**src/rtl/dma_cfg_pkg.sv**
```systemverilog
// Shared definitions for the DMA register-programming sequencer: register map,
// message field layout and FSM state encoding.
package dma_cfg_pkg;

  localparam logic [31:0] DMA_REG_SRC   = 32'h0000_0000;
  localparam logic [31:0] DMA_REG_DST   = 32'h0000_0080;
  localparam logic [31:0] DMA_REG_LEN   = 32'h0000_0100;
  localparam logic [31:0] DMA_REG_START = 32'h0000_0180;

  localparam int unsigned CMD_W       = 96;
  localparam int unsigned CMD_FIELD_W = 32;
  localparam int unsigned CMD_SRC_LSB = 0;
  localparam int unsigned CMD_DST_LSB = 32;
  localparam int unsigned CMD_LEN_LSB = 64;

  localparam int unsigned RSP_W       = 34;
  localparam int unsigned RSP_CYC_LSB = 0;
  localparam int unsigned RSP_ERR_BIT = 32;
  localparam int unsigned RSP_TO_BIT  = 33;

  localparam int unsigned B_W        = 6;
  localparam int unsigned B_RESP_LSB = 0;
  localparam int unsigned B_RESP_W   = 2;
  localparam int unsigned B_ID_LSB   = 2;
  localparam int unsigned B_ID_W     = 4;

  localparam logic [8:0] DMA_W_HI = 9'h001;

  typedef enum logic [2:0] {
    StIdle,
    StAw,
    StW,
    StB,
    StWaitDone,
    StRsp
  } state_e;

  function automatic logic [31:0] reg_addr(input logic [1:0] idx);
    logic [31:0] addr;
    addr = DMA_REG_SRC;
    unique case (idx)
      2'd0: addr = DMA_REG_SRC;
      2'd1: addr = DMA_REG_DST;
      2'd2: addr = DMA_REG_LEN;
      2'd3: addr = DMA_REG_START;
      default: addr = DMA_REG_SRC;
    endcase
    return addr;
  endfunction

endpackage

```
**src/rtl/dma_cfg_seq.sv**
```systemverilog
// Programs the DMA's four registers from one command, then reports status after done.
// Define DMA_CFG_SEQ_TIMEOUT_EN to enable the done-wait watchdog (TIMEOUT_CYC cycles).
module dma_cfg_seq
  import dma_cfg_pkg::*;
#(
  parameter int unsigned AW_W        = 44,
  parameter int unsigned W_W         = 73,
  parameter logic [8:0]  W_HI        = DMA_W_HI,
  parameter int unsigned TIMEOUT_CYC = 4096
) (
  input  logic             clk,
  input  logic             rst,
  input  logic [CMD_W-1:0] cmd_msg,
  input  logic             cmd_val,
  output logic             cmd_rdy,
  output logic [AW_W-1:0]  aw_msg,
  output logic             aw_val,
  input  logic             aw_rdy,
  output logic [W_W-1:0]   w_msg,
  output logic             w_val,
  input  logic             w_rdy,
  input  logic [B_W-1:0]   b_msg,
  input  logic             b_val,
  output logic             b_rdy,
  input  logic             done_msg,
  input  logic             done_val,
  output logic             done_rdy,
  output logic [RSP_W-1:0] rsp_msg,
  output logic             rsp_val,
  input  logic             rsp_rdy
);

  state_e            state_q;
  logic [1:0]        idx_q;
  logic [31:0]       src_q, dst_q, len_q;
  logic [31:0]       cycles_q, cycles_d;
  logic              err_q;
  logic              aw_val_q, w_val_q, b_rdy_q, done_rdy_q, rsp_val_q;
  logic [AW_W-1:0]   aw_msg_q;
  logic [W_W-1:0]    w_msg_q;
  logic [RSP_W-1:0]  rsp_msg_q;
  logic [31:0]       wr_val;
  logic              b_err;
  logic              count_en;

`ifdef DMA_CFG_SEQ_TIMEOUT_EN
  logic [31:0]       wd_q;
`endif

  always_comb begin
    // Elapsed time is measured from the start write's address handshake onward.
    count_en = ((state_q == StW) || (state_q == StB) || (state_q == StWaitDone)) &&
               (idx_q == 2'd3);
    cycles_d = cycles_q;
    if (count_en && (cycles_q != 32'hFFFF_FFFF)) begin
      cycles_d = cycles_q + 32'd1;
    end
    wr_val = src_q;
    unique case (idx_q)
      2'd0: wr_val = src_q;
      2'd1: wr_val = dst_q;
      2'd2: wr_val = len_q;
      2'd3: wr_val = 32'd1;
      default: wr_val = src_q;
    endcase
    b_err = (b_msg[B_RESP_LSB +: B_RESP_W] != '0);
  end

  always_ff @(posedge clk or posedge rst) begin
    if (rst) begin
      state_q    <= StIdle;
      idx_q      <= 2'd0;
      src_q      <= '0;
      dst_q      <= '0;
      len_q      <= '0;
      cycles_q   <= '0;
      err_q      <= 1'b0;
      aw_val_q   <= 1'b0;
      w_val_q    <= 1'b0;
      b_rdy_q    <= 1'b0;
      done_rdy_q <= 1'b0;
      rsp_val_q  <= 1'b0;
      aw_msg_q   <= '0;
      w_msg_q    <= '0;
      rsp_msg_q  <= '0;
`ifdef DMA_CFG_SEQ_TIMEOUT_EN
      wd_q       <= '0;
`endif
    end else begin
      cycles_q <= cycles_d;
      unique case (state_q)
        StIdle: begin
          if (cmd_val) begin
            src_q    <= cmd_msg[CMD_SRC_LSB +: CMD_FIELD_W];
            dst_q    <= cmd_msg[CMD_DST_LSB +: CMD_FIELD_W];
            len_q    <= cmd_msg[CMD_LEN_LSB +: CMD_FIELD_W];
            idx_q    <= 2'd0;
            err_q    <= 1'b0;
            cycles_q <= '0;
            aw_val_q <= 1'b1;
            aw_msg_q <= AW_W'(reg_addr(2'd0));
            state_q  <= StAw;
          end
        end
        StAw: begin
          if (aw_rdy) begin
            aw_val_q <= 1'b0;
            w_val_q  <= 1'b1;
            w_msg_q  <= W_W'({W_HI, 32'h0, wr_val});
            state_q  <= StW;
          end
        end
        StW: begin
          if (w_rdy) begin
            w_val_q <= 1'b0;
            b_rdy_q <= 1'b1;
            state_q <= StB;
          end
        end
        StB: begin
          if (b_val) begin
            err_q   <= err_q | b_err;
            b_rdy_q <= 1'b0;
            if (idx_q == 2'd3) begin
              done_rdy_q <= 1'b1;
              state_q    <= StWaitDone;
`ifdef DMA_CFG_SEQ_TIMEOUT_EN
              wd_q       <= '0;
`endif
            end else begin
              idx_q    <= idx_q + 2'd1;
              aw_val_q <= 1'b1;
              aw_msg_q <= AW_W'(reg_addr(idx_q + 2'd1));
              state_q  <= StAw;
            end
          end
        end
        StWaitDone: begin
          if (done_val) begin
            done_rdy_q <= 1'b0;
            rsp_val_q  <= 1'b1;
            rsp_msg_q  <= {1'b0, err_q, cycles_d};
            state_q    <= StRsp;
          end
`ifdef DMA_CFG_SEQ_TIMEOUT_EN
          else if (wd_q == TIMEOUT_CYC - 1) begin
            done_rdy_q <= 1'b0;
            rsp_val_q  <= 1'b1;
            rsp_msg_q  <= {1'b1, err_q, cycles_d};
            state_q    <= StRsp;
          end else begin
            wd_q <= wd_q + 32'd1;
          end
`endif
        end
        StRsp: begin
          if (rsp_rdy) begin
            rsp_val_q <= 1'b0;
            state_q   <= StIdle;
          end
        end
        default: state_q <= StIdle;
      endcase
    end
  end

  assign cmd_rdy  = (state_q == StIdle);
  assign aw_val   = aw_val_q;
  assign aw_msg   = aw_msg_q;
  assign w_val    = w_val_q;
  assign w_msg    = w_msg_q;
  assign b_rdy    = b_rdy_q;
  assign done_rdy = done_rdy_q;
  assign rsp_val  = rsp_val_q;
  assign rsp_msg  = rsp_msg_q;

  logic unused_in;
  assign unused_in = ^{done_msg, b_msg[B_ID_LSB +: B_ID_W]};

`ifndef DMA_CFG_SEQ_TIMEOUT_EN
  logic unused_to;
  assign unused_to = ^32'(TIMEOUT_CYC);
`endif

endmodule
```
**config.mk**
```make
export PLATFORM = sky130hd
export DESIGN_NAME = dma_cfg_seq
export DESIGN_NICKNAME = d
export VERILOG_FILES = /design/src/rtl/dma_cfg_pkg.sv /design/src/rtl/dma_cfg_seq.sv
export SDC_FILE = /design/constraint.sdc
export NUM_CORES = 1
export LEC_CHECK = 0
export CAP_MARGIN = 40
export CORE_MARGIN = 2
export CORE_UTILIZATION = 30
export CTS_BUF_LIST = sky130_fd_sc_hd__clkbuf_8
export DETAILED_ROUTE_END_ITERATION = 10
export SETUP_SLACK_MARGIN = 0.5
export SYNTH_ARGS = -nofsm -noshare
export SYNTH_HDL_FRONTEND = slang
export SYNTH_SLANG_ARGS = --single-unit
```
**constraint.sdc**
```tcl
create_clock -name clk -period 7.7 [get_ports clk]
set_clock_uncertainty 0.15 [all_clocks]
set_input_delay 1.54 -clock clk [delete_from_list [all_inputs] [get_ports clk]]
set_output_delay 1.54 -clock clk [all_outputs]
set_load 0.01 [all_outputs]
```
=== Word-level counts from Yosys, hierarchy flattened ===
Cells that the tools add are included.

* Bits in registers: 249
* Input bits: 111
* Logic and storage cells: 105

* Bitwise operators: 1
* Reductions and logical operators: 25
* Equality and inequality tests: 20
* Add/subtract/negate cells: 2
* Muxes and demuxes: 42

{| class="wikitable"
|+ Operators by type and width
! operator !! number
|-
| case mux 32 bit (4 select lines) || 2
|-
| 2-to-1 mux 44 bit || 3
|-
| 2-to-1 mux 32 bit || 3
|-
| case mux 44 bit (2 select lines) || 1
|-
| adder 32 x 1 -> 32 bit, second input constant || 1
|-
| != test 32 bit, second input constant || 1
|-
| 2-to-1 mux 3 bit || 7
|-
| case mux 3 bit (6 select lines) || 1
|-
| 2-to-1 mux 1 bit || 15
|-
| != test 2 bit, second input constant || 7
|-
| AND reduction 3 bit || 4
|-
| nonzero test 2 bit || 6
|-
| case mux 1 bit (2 select lines) || 5
|-
| equality test 2 bit, second input constant || 4
|-
| AND reduction 4 bit || 2
|-
| equality test 3 x 2 -> 1 bit, second input constant || 2
|-
| equality test 3 bit, second input constant || 2
|-
| 2-to-1 mux 2 bit || 3
|-
| AND reduction 2 bit || 3
|-
| AND reduction 6 bit || 1
|-
| AND reduction 5 bit || 1
|-
| equality test 2 x 1 -> 1 bit, second input constant || 2
|-
| zero test 2 bit || 2
|-
| case mux 2 bit (2 select lines) || 1
|-
| 9 further kinds || 11
|}

=== Logic depth before layout (Yosys ltp) ===
Gate-level depths: netlist of the first run.

* Depth in word-level cells: 8
* Gate-level depth with buffers: 8
* Gate-level depth less buffers: 7

=== Worst setup path before layout of the first run ===
No wires, ideal clock.

* Path type: input port to flip-flop
* Start point: input port cmd_val
* End point: register len_q[0]
* Path slack: 5.046 ns
* Required time: 7.425 ns
* Stages: 4
* Arrival time: 2.379 ns
* Cell sequence: and2_1 -> buf_2 -> buf_2 -> mux2_2

* Cells in the longest elaborated chain, start to end: 1

{| class="wikitable"
|+ Ends and longest elaborated chain
! what !! line !! RTL
|-
| from (decl) || dma_cfg_seq.sv:14 || <nowiki>input logic cmd_val,</nowiki>
|-
| AND reduction 2 bit (no source line) || -- ||
|-
| to (signal assigned) || dma_cfg_seq.sv:96 || <nowiki>len_q <= cmd_msg[CMD_LEN_LSB +: CMD_FIELD_W];</nowiki>
|-
| to (decl) || dma_cfg_seq.sv:35 || <nowiki>logic [31:0] src_q, dst_q, len_q;</nowiki>
|}

Every way passes these cells.
A chain may end at the register's enable or synchronous reset.

=== Worst setup path after layout of the first run ===
* Start point: register state_q[1]
* End point: output port cmd_rdy

* Cells in the longest elaborated chain, start to end: 1

{| class="wikitable"
|+ Ends and longest elaborated chain
! what !! line !! RTL
|-
| from (decl) || dma_cfg_seq.sv:33 || <nowiki>state_e state_q;</nowiki>
|-
| from (signal assigned) || dma_cfg_seq.sv:71 || <nowiki>state_q <= StIdle;</nowiki>
|-
| from (signal assigned) || dma_cfg_seq.sv:102 || <nowiki>state_q <= StAw;</nowiki>
|-
| from (signal assigned) || dma_cfg_seq.sv:110 || <nowiki>state_q <= StW;</nowiki>
|-
| zero test 3 bit || dma_cfg_seq.sv:167 || <nowiki>assign cmd_rdy = (state_q == StIdle);</nowiki>
|-
| to (decl) || dma_cfg_seq.sv:15 || <nowiki>output logic cmd_rdy,</nowiki>
|}

Every way passes these cells.

==> flow_summary.ini, run 1 <==
[status]
status = finished, final reports clean

[floorplanning]
die_y_um = 181
chipWidth_um = 181
num_rows = 64
initial_core_util = 0.307
core_area_sq_um = 30700
die_area_sq_um = 32900
ioPinCount = 268

[worst_setup_path]
cp_max_fo = 8
critPathLaunchType = flip-flop
critPathRequiredTime_ns = 6.01
max_stage_delay_ns = 0.61
path_buf_inv = 1
path_cells = nor3_1 -> clkdlybuf4s50_1
crit_path_start = state_q[1]$_DFFE_PP0P_
cp_slowest_cell = clkdlybuf4s50_1
worstPathArrival_ns = 1.94
path_class = reg -> out
critPathTopFamily = buffers and inverters
setup.worst_path.end_class = output port
reg2reg_from = state_q[1]$_DFFE_PP0P_

[yosys]
ys_async_sr_fraction = 1.00
synthTopCellsByArea = dfrtp_1, mux2_2, buf_4
synth_top_cell_by_area = dfrtp_1
synth_edf_count = 0
synth_top_area_share = 0.544
postSynthAreaPerCell_sq_um = 11.0
synth_area_sq_um = 9440
synth.most_common_cell = dfrtp_1
ys_top_cells_by_count = dfrtp_1, nor2_1, mux2_2, buf_4, a21oi_1
synthFlopType = dfrtp_1
ys_seq_elements = 205
ys_warn_count = 0
synth_seq_area_share = 0.544
ys_types = 45
synth_cells = 856

[clocking]
clk_latency_ns = 0.53
cts_root_buf = clkbuf_8
cts_tree = yes
clkTransAtPathRegs_ns = 0.05
postCtsHoldBufs = 0
cts-resized-gates = 0
cts_inserted_buffers = 38
cts.sinks = 205
cts_buffer_depth = 3
cts_setup_buffers = 0
h-tree-depth = 2

[routing]
route.detailed.drc = 0
firstDrtPassIters = 4
num_vias = 6584
routedWlPerCell_um = 15.8
via_per_inst = 4.51
drtIter0Drc = 320
ant_nets = 0
wirelength_um = 23000

[timing]
relSlewSlack = 0.446
fmax_mhz = 275
rsz0062_at_grt = false
worst_pin_slew_ns = 0.831
hold_viol_final = 0
finalSetupViolations = 0
slew_violations = 0
period_share = 0.471
min_period_ns = 3.63
setup_tns_ns = 0

[grt]
grt_max_degree = 119
grt_pass1_wl_um = 36700
grt.overflow.total = 0
grt_use_total = 0.140
grt_pass1_vias = 6723
grt_antenna_before_repair = 2

[final_layout]
fin_cells = 1459
design.final.nets = 1154
syn2layout_area_growth_pct = 27.4
drive_gt1_frac = 0.172

[pwr]
powerDensity_nw_per_um2 = 347
worst_ir_drop_vdd_mv = 0.167
p_leak_nw = 5.29

[placed_design]
port-buffer-count = 179
place_inst = 1394
dpl.hpwl_um = 15400
place.gp.congestion = 0.763

[job]
maxCapViolCount = 0

[hold_path]
holdCritPathClass = reg -> reg
hp-start = w_msg[64]$_DFFE_PP0P_
[logic make-up (layout without fill, tap and decap cells)]
family / Yosys count / in the layout / synth area share
other cells: 1 / 84 / 0.000397
buf+inv: 138 / 262 / 0.0953
xor+xnor: 33 / 33 / 0.0306
compound gates: 144 / 144 / 0.0875
fa+ha+maj: 5 / 5 / 0.00663
mux: 101 / 101 / 0.121
simple gates: 229 / 229 / 0.114
flops: 205 / 205 / 0.544
[sequential cells by signal, indices dropped and copies added, names as in the netlist, 3 cells and up]
name,cells
cycles_q,32
dst_q,32
len_q,32
rsp_msg,33
src_q,32
state_q,3
w_msg,33
[placed cells by master, fill, tap and decap left out, drive strengths merged, types with 2 or more instances in the layout]
master / n
nor4: 3
a21oi: 67
nand3: 10
mux2: 98
xor2: 17
ha: 5
clkinv: 7
clkbuf: 44
nand4: 17
clkdlybuf4s50: 179
mux2i: 2
inv: 16
nor2: 116
clkinvlp: 4
and2: 2
and3: 12
a21boi: 2
conb: 83
buf: 11
nor2b: 2
o21ai: 39
nand2: 56
and4: 3
dfrtp: 205
xnor2: 16
nor3: 4
a22oi: 31
[layout make-up]
class | count | area (sq um)
Antenna cell | 1 | 2.50
Timing Repair Buffer | 190 | 1910
Multi-Input combinational cell | 595 | 3720
Tap cell | 396 | 495
Clock inverter | 20 | 121
Clock buffer | 44 | 606
Sequential cell | 205 | 5130
Inverter | 8 | 33.8
Fill cell | 3010 | 18700
[path summary, 6_finish.rpt]
kind | end | slack [ns] | depth (start not counted)
setup reg to reg | dst_q[8]$_DFFE_PP0P_ | 4.93 | 4
min in group asynchronous | cycles_q[7]$_DFF_PP0_ | 1.27 | 2
hold reg to reg | w_msg[64]$_DFFE_PP0P_ | 0.32 | 1
setup / recovery | cmd_rdy | 4.07 | 2
hold / removal | w_msg[64]$_DFFE_PP0P_ | 0.32 | 1
max in group asynchronous | src_q[17]$_DFFE_PP0P_ | 5.12 | 3
[power by group]
group	internal, W	switching [W]	total [W]
registers	0.00150	0.000256	0.00175
clock network	0.000554	0.000455	0.00101
logic	0.000741	0.000676	0.00142
[stage by stage]
stage                     setup slack [ns]  cell area [sq um]  hold WS, ns   util  power, W
after floorplan                       3.35               9750        0.329      -   0.00265
after global placement                3.70              11300        0.309  0.366   0.00316
after detailed placement              3.66              11300        0.305  0.367   0.00321
after CTS                             4.01              12000        0.322  0.391   0.00425
after global routing                  3.94              12000        0.351  0.391   0.00450
final                                 4.07              12000        0.317  0.391   0.00418
[metal layers]
metal  vias up  global-route usage  share of wire
li1       3135                   -              -
met2       241               0.222           0.45
met4         2              0.0390          0.019
met5         -                   0        0.00070
met1      3169               0.177           0.43
met3        37              0.0566          0.099
Power figures use the tool's default switching activity.
==> run 2, diff against run 1 <==
clock period = 3 ns   (was 7.7 ns; I/O delays follow)
==> run 2 against run 1 <==
Against the previous run: non-clock buffer count up 8; final cell count up 0.48%; highest routed layer unchanged; sequential power rose to 2.6 times the previous value; largest power group unchanged; largest cell class unchanged.
==> flow_summary.ini, run 2 (same netlist as run 1, synthesis figures left out) <==
[status]
status = finished, final reports clean

[worst_setup_path]
setup.worst_path.end_class = output port
cp_slowest_cell = clkdlybuf4s50_1
reg2reg_depth = 8
critPathTopFamily = buffers and inverters
path_cells = clkdlybuf4s50_1
critPathRequiredTime_ns = 2.25
path_class = reg -> out
path_buf_inv = 1
path_depth = 1
max_stage_delay_ns = 0.64
worstPathArrival_ns = 1.60
critPathLaunchType = flip-flop
cp_max_fo = 4

[floorplanning]
core_area_sq_um = 30700
die_area_sq_um = 32900
initial_core_util = 0.307
chipWidth_um = 181
ioPinCount = 268
num_rows = 64
die_y_um = 181

[final_layout]
layout_commonest_cell = dfrtp_1
drive_gt1_frac = 0.182
syn2layout_area_growth_pct = 29.5
fin_area_sq_um = 12200
design.final.nets = 1162
layout_common_cells = dfrtp_1, clkdlybuf4s50_1, nor2_1
fin_util = 0.397

[routing]
num_vias = 6558
routedWlPerCell_um = 15.2
ant_nets = 0
drtIter0Drc = 327
route.detailed.drc = 0
wirelength_um = 22300
via_per_inst = 4.47
firstDrtPassIters = 4

[timing]
hold_viol_final = 0
fmax_mhz = 425
relSlewSlack = 0.639
worst_pin_slew_ns = 0.541
min_period_ns = 2.35
finalSetupViolations = 0
period_share = 0.785
rsz0062_at_grt = false
slew_violations = 0

[grt]
use_met2 = 0.210
grt_pass1_vias = 6528
grtUsageMet1 = 0.168
grt_util_met3 = 0.0625
grt_pass1_wl_um = 35300
grt_antenna_before_repair = 2
grt_use_total = 0.134
top_usage_layer = met2
grt_max_degree = 75
grt.overflow.total = 0

[placed_design]
dpl.hpwl_um = 15700
port-buffer-count = 179
post_dp_cell_area_sq_um = 11400
place.gp.congestion = 0.813

[pwr]
powerDensity_nw_per_um2 = 893
worst_ir_drop_vdd_mv = 0.392
p_leak_nw = 5.37

[clocking]
h-tree-depth = 2
cts_root_buf = clkbuf_8
cts.sinks = 205
cts_inserted_buffers = 38
cts_buffer_depth = 3
clk_latency_ns = 0.52
cts_tree = yes
clkTransAtPathRegs_ns = 0.06

[hold_path]
holdCritPathClass = in -> async

[job]
maxCapViolCount = 0
[run 2: where the power goes]
group          total, W  internal (W)  leakage [nW]  switching [W]
clock           0.00268       0.00153         0.428        0.00115
combinational   0.00374       0.00200          2.36        0.00174
sequential      0.00449       0.00384          2.59       0.000643
total            0.0109       0.00737          5.37        0.00353
[run 2: routing by layer]
metal,wire length [um],part of all wire,vias up
met2,9870,0.44,237
met5,13,0.00058,-
met4,406,0.018,2
met3,2460,0.11,37
li1,-,-,3144
met1,9520,0.43,3138
[run 2: cell type report]
cell class | instances | area, sq um
Tap cell | 396 | 495
Sequential cell | 205 | 5130
Clock inverter | 18 | 135
Multi-Input combinational cell | 595 | 3770
Timing Repair Buffer | 198 | 2030
Inverter | 8 | 33.8
Fill cell | 3068 | 18500
Antenna cell | 1 | 2.50
Clock buffer | 45 | 619
[run 2: what timing repair did]
action / 4_1_cts / 5_1_grt
hold buffers: 0 / 0
setup buffers: 0 / 0
endpoints found under the setup margin: 1 / 34
gates resized for setup: 5 / 5
pin swaps: 1 / 1
[run 2: final timing paths]
path	start	end	slack (ns)
hold / removal	rst	w_msg[25]$_DFFE_PP0P_	0.23
hold reg to reg	w_val$_DFFE_PP0P_	w_val$_DFFE_PP0P_	0.32
min in group clk	w_val$_DFFE_PP0P_	w_val$_DFFE_PP0P_	0.32
setup reg to reg	cycles_q[0]$_DFF_PP0_	rsp_msg[4]$_DFFE_PP0P_	0.75
setup / recovery	idx_q[0]$_DFFE_PP0P_	aw_msg[7]	0.65
max in group asynchronous	rst	state_q[1]$_DFFE_PP0P_	1.79
[run 2: through the flow]
| step | cells | setup slack (ns) | hold slack [ns] | setup TNS, ns | total power (W) |
|---|---|---|---|---|---|
| 6_report | 1466 | 0.646 | 0.228 | 0 | 0.0109 |
| 3_3_place_gp | 1402 | 0.538 | 0.307 | 0 | 0.00821 |
| 3_5_place_dp | 1402 | 0.550 | 0.315 | 0 | 0.00831 |
| 5_1_grt | 1465 | 0.507 | 0.213 | 0 | 0.0117 |
| 2_1_floorplan | 938 | -0.408 | 0.329 | -83.70 | 0.00679 |
| 4_1_cts | 1465 | 0.504 | 0.201 | 0 | 0.0111 |
==> run 3, diff against run 2 <==
clock period = 1.9 ns   (was 3 ns; I/O delays follow)
==> run 3 against run 2 <==
Against the previous run: the flow now finishes with violations (negative setup slack); non-clock buffer count increased by 192; largest cell class is now multi-input gates; worst setup slack worse by 0.90 ns; critical path type is now reg -> reg; core utilization grew 13 points; clock-buffer cell count stayed put; register-to-register slack got worse by 1.0 ns; global-route usage is 4.2 points higher; design area rose by 32%.
==> flow_summary.ini, run 3 (same netlist as run 1, synthesis figures left out) <==
[routing]
route.detailed.drc = 0
via_per_inst = 4.70
ant_nets = 0
drtIter0Drc = 359
wirelength_um = 31400
num_vias = 7837
routedWlPerCell_um = 18.8
firstDrtPassIters = 4

[grt]
grt_pass1_vias = 7810
grt.overflow.total = 0
grt_pass1_wl_um = 44900
grt_antenna_before_repair = 0
grt_max_degree = 57
grt_use_total = 0.176

[pwr]
pwr-share-clk = 0.192
switching_share = 0.344
p_leak_nw = 7.43
worst_ir_drop_vdd_mv = 0.766
switchingPower_w = 0.00823
seqPwrFrac = 0.307
power.internal_w = 0.0157
p_comb_frac = 0.501
finalPower_w = 0.0239
powerDensity_nw_per_um2 = 1490

[clocking]
clkTransAtPathRegs_ns = 0.06
clk_latency_ns = 0.54
cts_root_buf = clkbuf_8
cts_inserted_buffers = 38
h-tree-depth = 2
cts_tree = yes
cts.sinks = 205
cts_buffer_depth = 3

[final_layout]
final-seq-area_sq_um = 5130
design.final.nets = 1357
syn2layout_area_growth_pct = 70.5
diodes = 0
multiInputGateArea_sq_um = 5220
fin_cells = 1666
fillers = 2639
layout_commonest_cell = dfrtp_1
layout_common_cells = dfrtp_1, clkdlybuf4s50_1, mux2_4
fin_area_sq_um = 16100
drive_gt1_frac = 0.484

[worst_setup_path]
endpoint = rsp_msg[8]$_DFFE_PP0P_
reg2reg_depth = 7
max_stage_delay_ns = 0.51
worstPathArrival_ns = 2.41
critPathLaunchType = flip-flop
path_class = reg -> reg
crit_path_frequent_cell = buf_6
r2r_end = rsp_msg[8]$_DFFE_PP0P_
rrSetupSlack_ns = -0.25
critPathRequiredTime_ns = 2.16
crit_path_start = cycles_q[21]$_DFF_PP0_
cp_max_fo = 4
cp_slowest_cell = or4_4
reg2reg_from = cycles_q[21]$_DFF_PP0_
setup.worst_path.end_class = flip-flop
path_cells = nand4_4 -> buf_6 -> or4_4 -> o211ai_4 -> buf_6 -> xor2_4 -> a21oi_2

[timing]
finalWorstSetupSlack_ns = -0.251
fmax_mhz = 465
finalSetupViolations = 105
setup_tns_ns = -6.13
hold_viol_final = 0
slew_violations = 0
period_share = 1.13
min_period_ns = 2.15
rsz0062_at_grt = true

[job]
maxCapViolCount = 0

[floorplanning]
initial_core_util = 0.307
num_rows = 64
ioPinCount = 268
core_area_sq_um = 30700
chipWidth_um = 181
die_area_sq_um = 32900
die_y_um = 181

[placed_design]
dpl.hpwl_um = 17100
port-buffer-count = 179
place.gp.congestion = 0.792
post_dp_cell_area_sq_um = 12500
place_inst = 1467

[hold_path]
holdCritPathClass = in -> async

[status]
violations = negative setup slack
status = complete, but fails checks
==> run 3: changes by cell type in the layout (fill, tap and decap cells not counted), sizes merged <==
| cell | change |
|---|---|
| a21boi | +2 |
| and2 | +1 |
| buf | +257 |
| bufbuf | +1 |
| bufinv | +1 |
| clkbuf | +8 |
| clkdlybuf4s50 | -73 |
| clkinv | +3 |
| diode | -1 |
| dlygate4sd2 | -1 |
| inv | +2 |
==> run 3: worst min-delay path by stage <==
stage	start	end	slack [ns]	depth (start not counted)
floorplan	err_q$_DFFE_PP0P_	rsp_msg[32]$_DFFE_PP0P_	0.33	1
global placement	w_msg[64]$_DFFE_PP0P_	w_msg[64]$_DFFE_PP0P_	0.31	1
detailed placement	w_msg[64]$_DFFE_PP0P_	w_msg[64]$_DFFE_PP0P_	0.30	1
CTS	rst	len_q[2]$_DFFE_PP0P_	0.08	3
global route	rst	dst_q[2]$_DFFE_PP0P_	0.09	3
finish	rst	dst_q[2]$_DFFE_PP0P_	0.1	3
==> run 3: worst max-delay path, delay by kind of cell, from the launching register on <==
kind	cells	cell delay, ns
AO/OA/AOI/OAI	2	0.37
flip-flops	1	0.40
XOR/XNOR	1	0.17
AND/OR/NAND/NOR	2	0.64
buffers and inverters	2	0.31
==> run 3: repair_timing <==
action	CTS	global route
gates resized for setup	469	194
setup endpoints to repair	275	278
hold buffers	0	0
pin swaps	61	129
buffers inserted	52	42
cloned	28	8
==> run 3: metal layers <==
layer  GRT usage  share of wire  up-vias
met5           0              0        -
met3      0.0484          0.074       63
met4      0.0543          0.023        0
li1            -              -     3557
met1       0.215           0.40     3917
met2       0.302           0.51      300
==> run 3: cell type report <==
class / instances / area share
clock buffers: 45 / 0.0385
clock inverters: 24 / 0.0118
inverters: 8 / 0.00257
multi-input cells: 598 / 0.324
flip-flops and latches: 205 / 0.319
well taps: 396 / 0.0308
repair buffers: 390 / 0.273
==> run 3: power by group through the flow <==
stage / clock, W / combinational (W) / sequential, W
floorplan: 0 / 0.00462 / 0.00715
global placement: 0 / 0.00718 / 0.00713
detailed placement: 0 / 0.00732 / 0.00714
CTS: 0.00470 / 0.0101 / 0.00717
global route: 0.00493 / 0.0127 / 0.00754
finish: 0.00459 / 0.0120 / 0.00736
==> run 3: per-stage QoR <==
step / utilization / hold slack (ns) / worst slack, ns
2_1_floorplan: - / 0.329 / -1.29
4_1_cts: 0.480 / 0.0838 / -0.186
3_3_place_gp: 0.405 / 0.309 / -0.420
5_1_grt: 0.523 / 0.0901 / -0.306
3_5_place_dp: 0.405 / 0.302 / -0.419
6_report: 0.523 / 0.0974 / -0.251
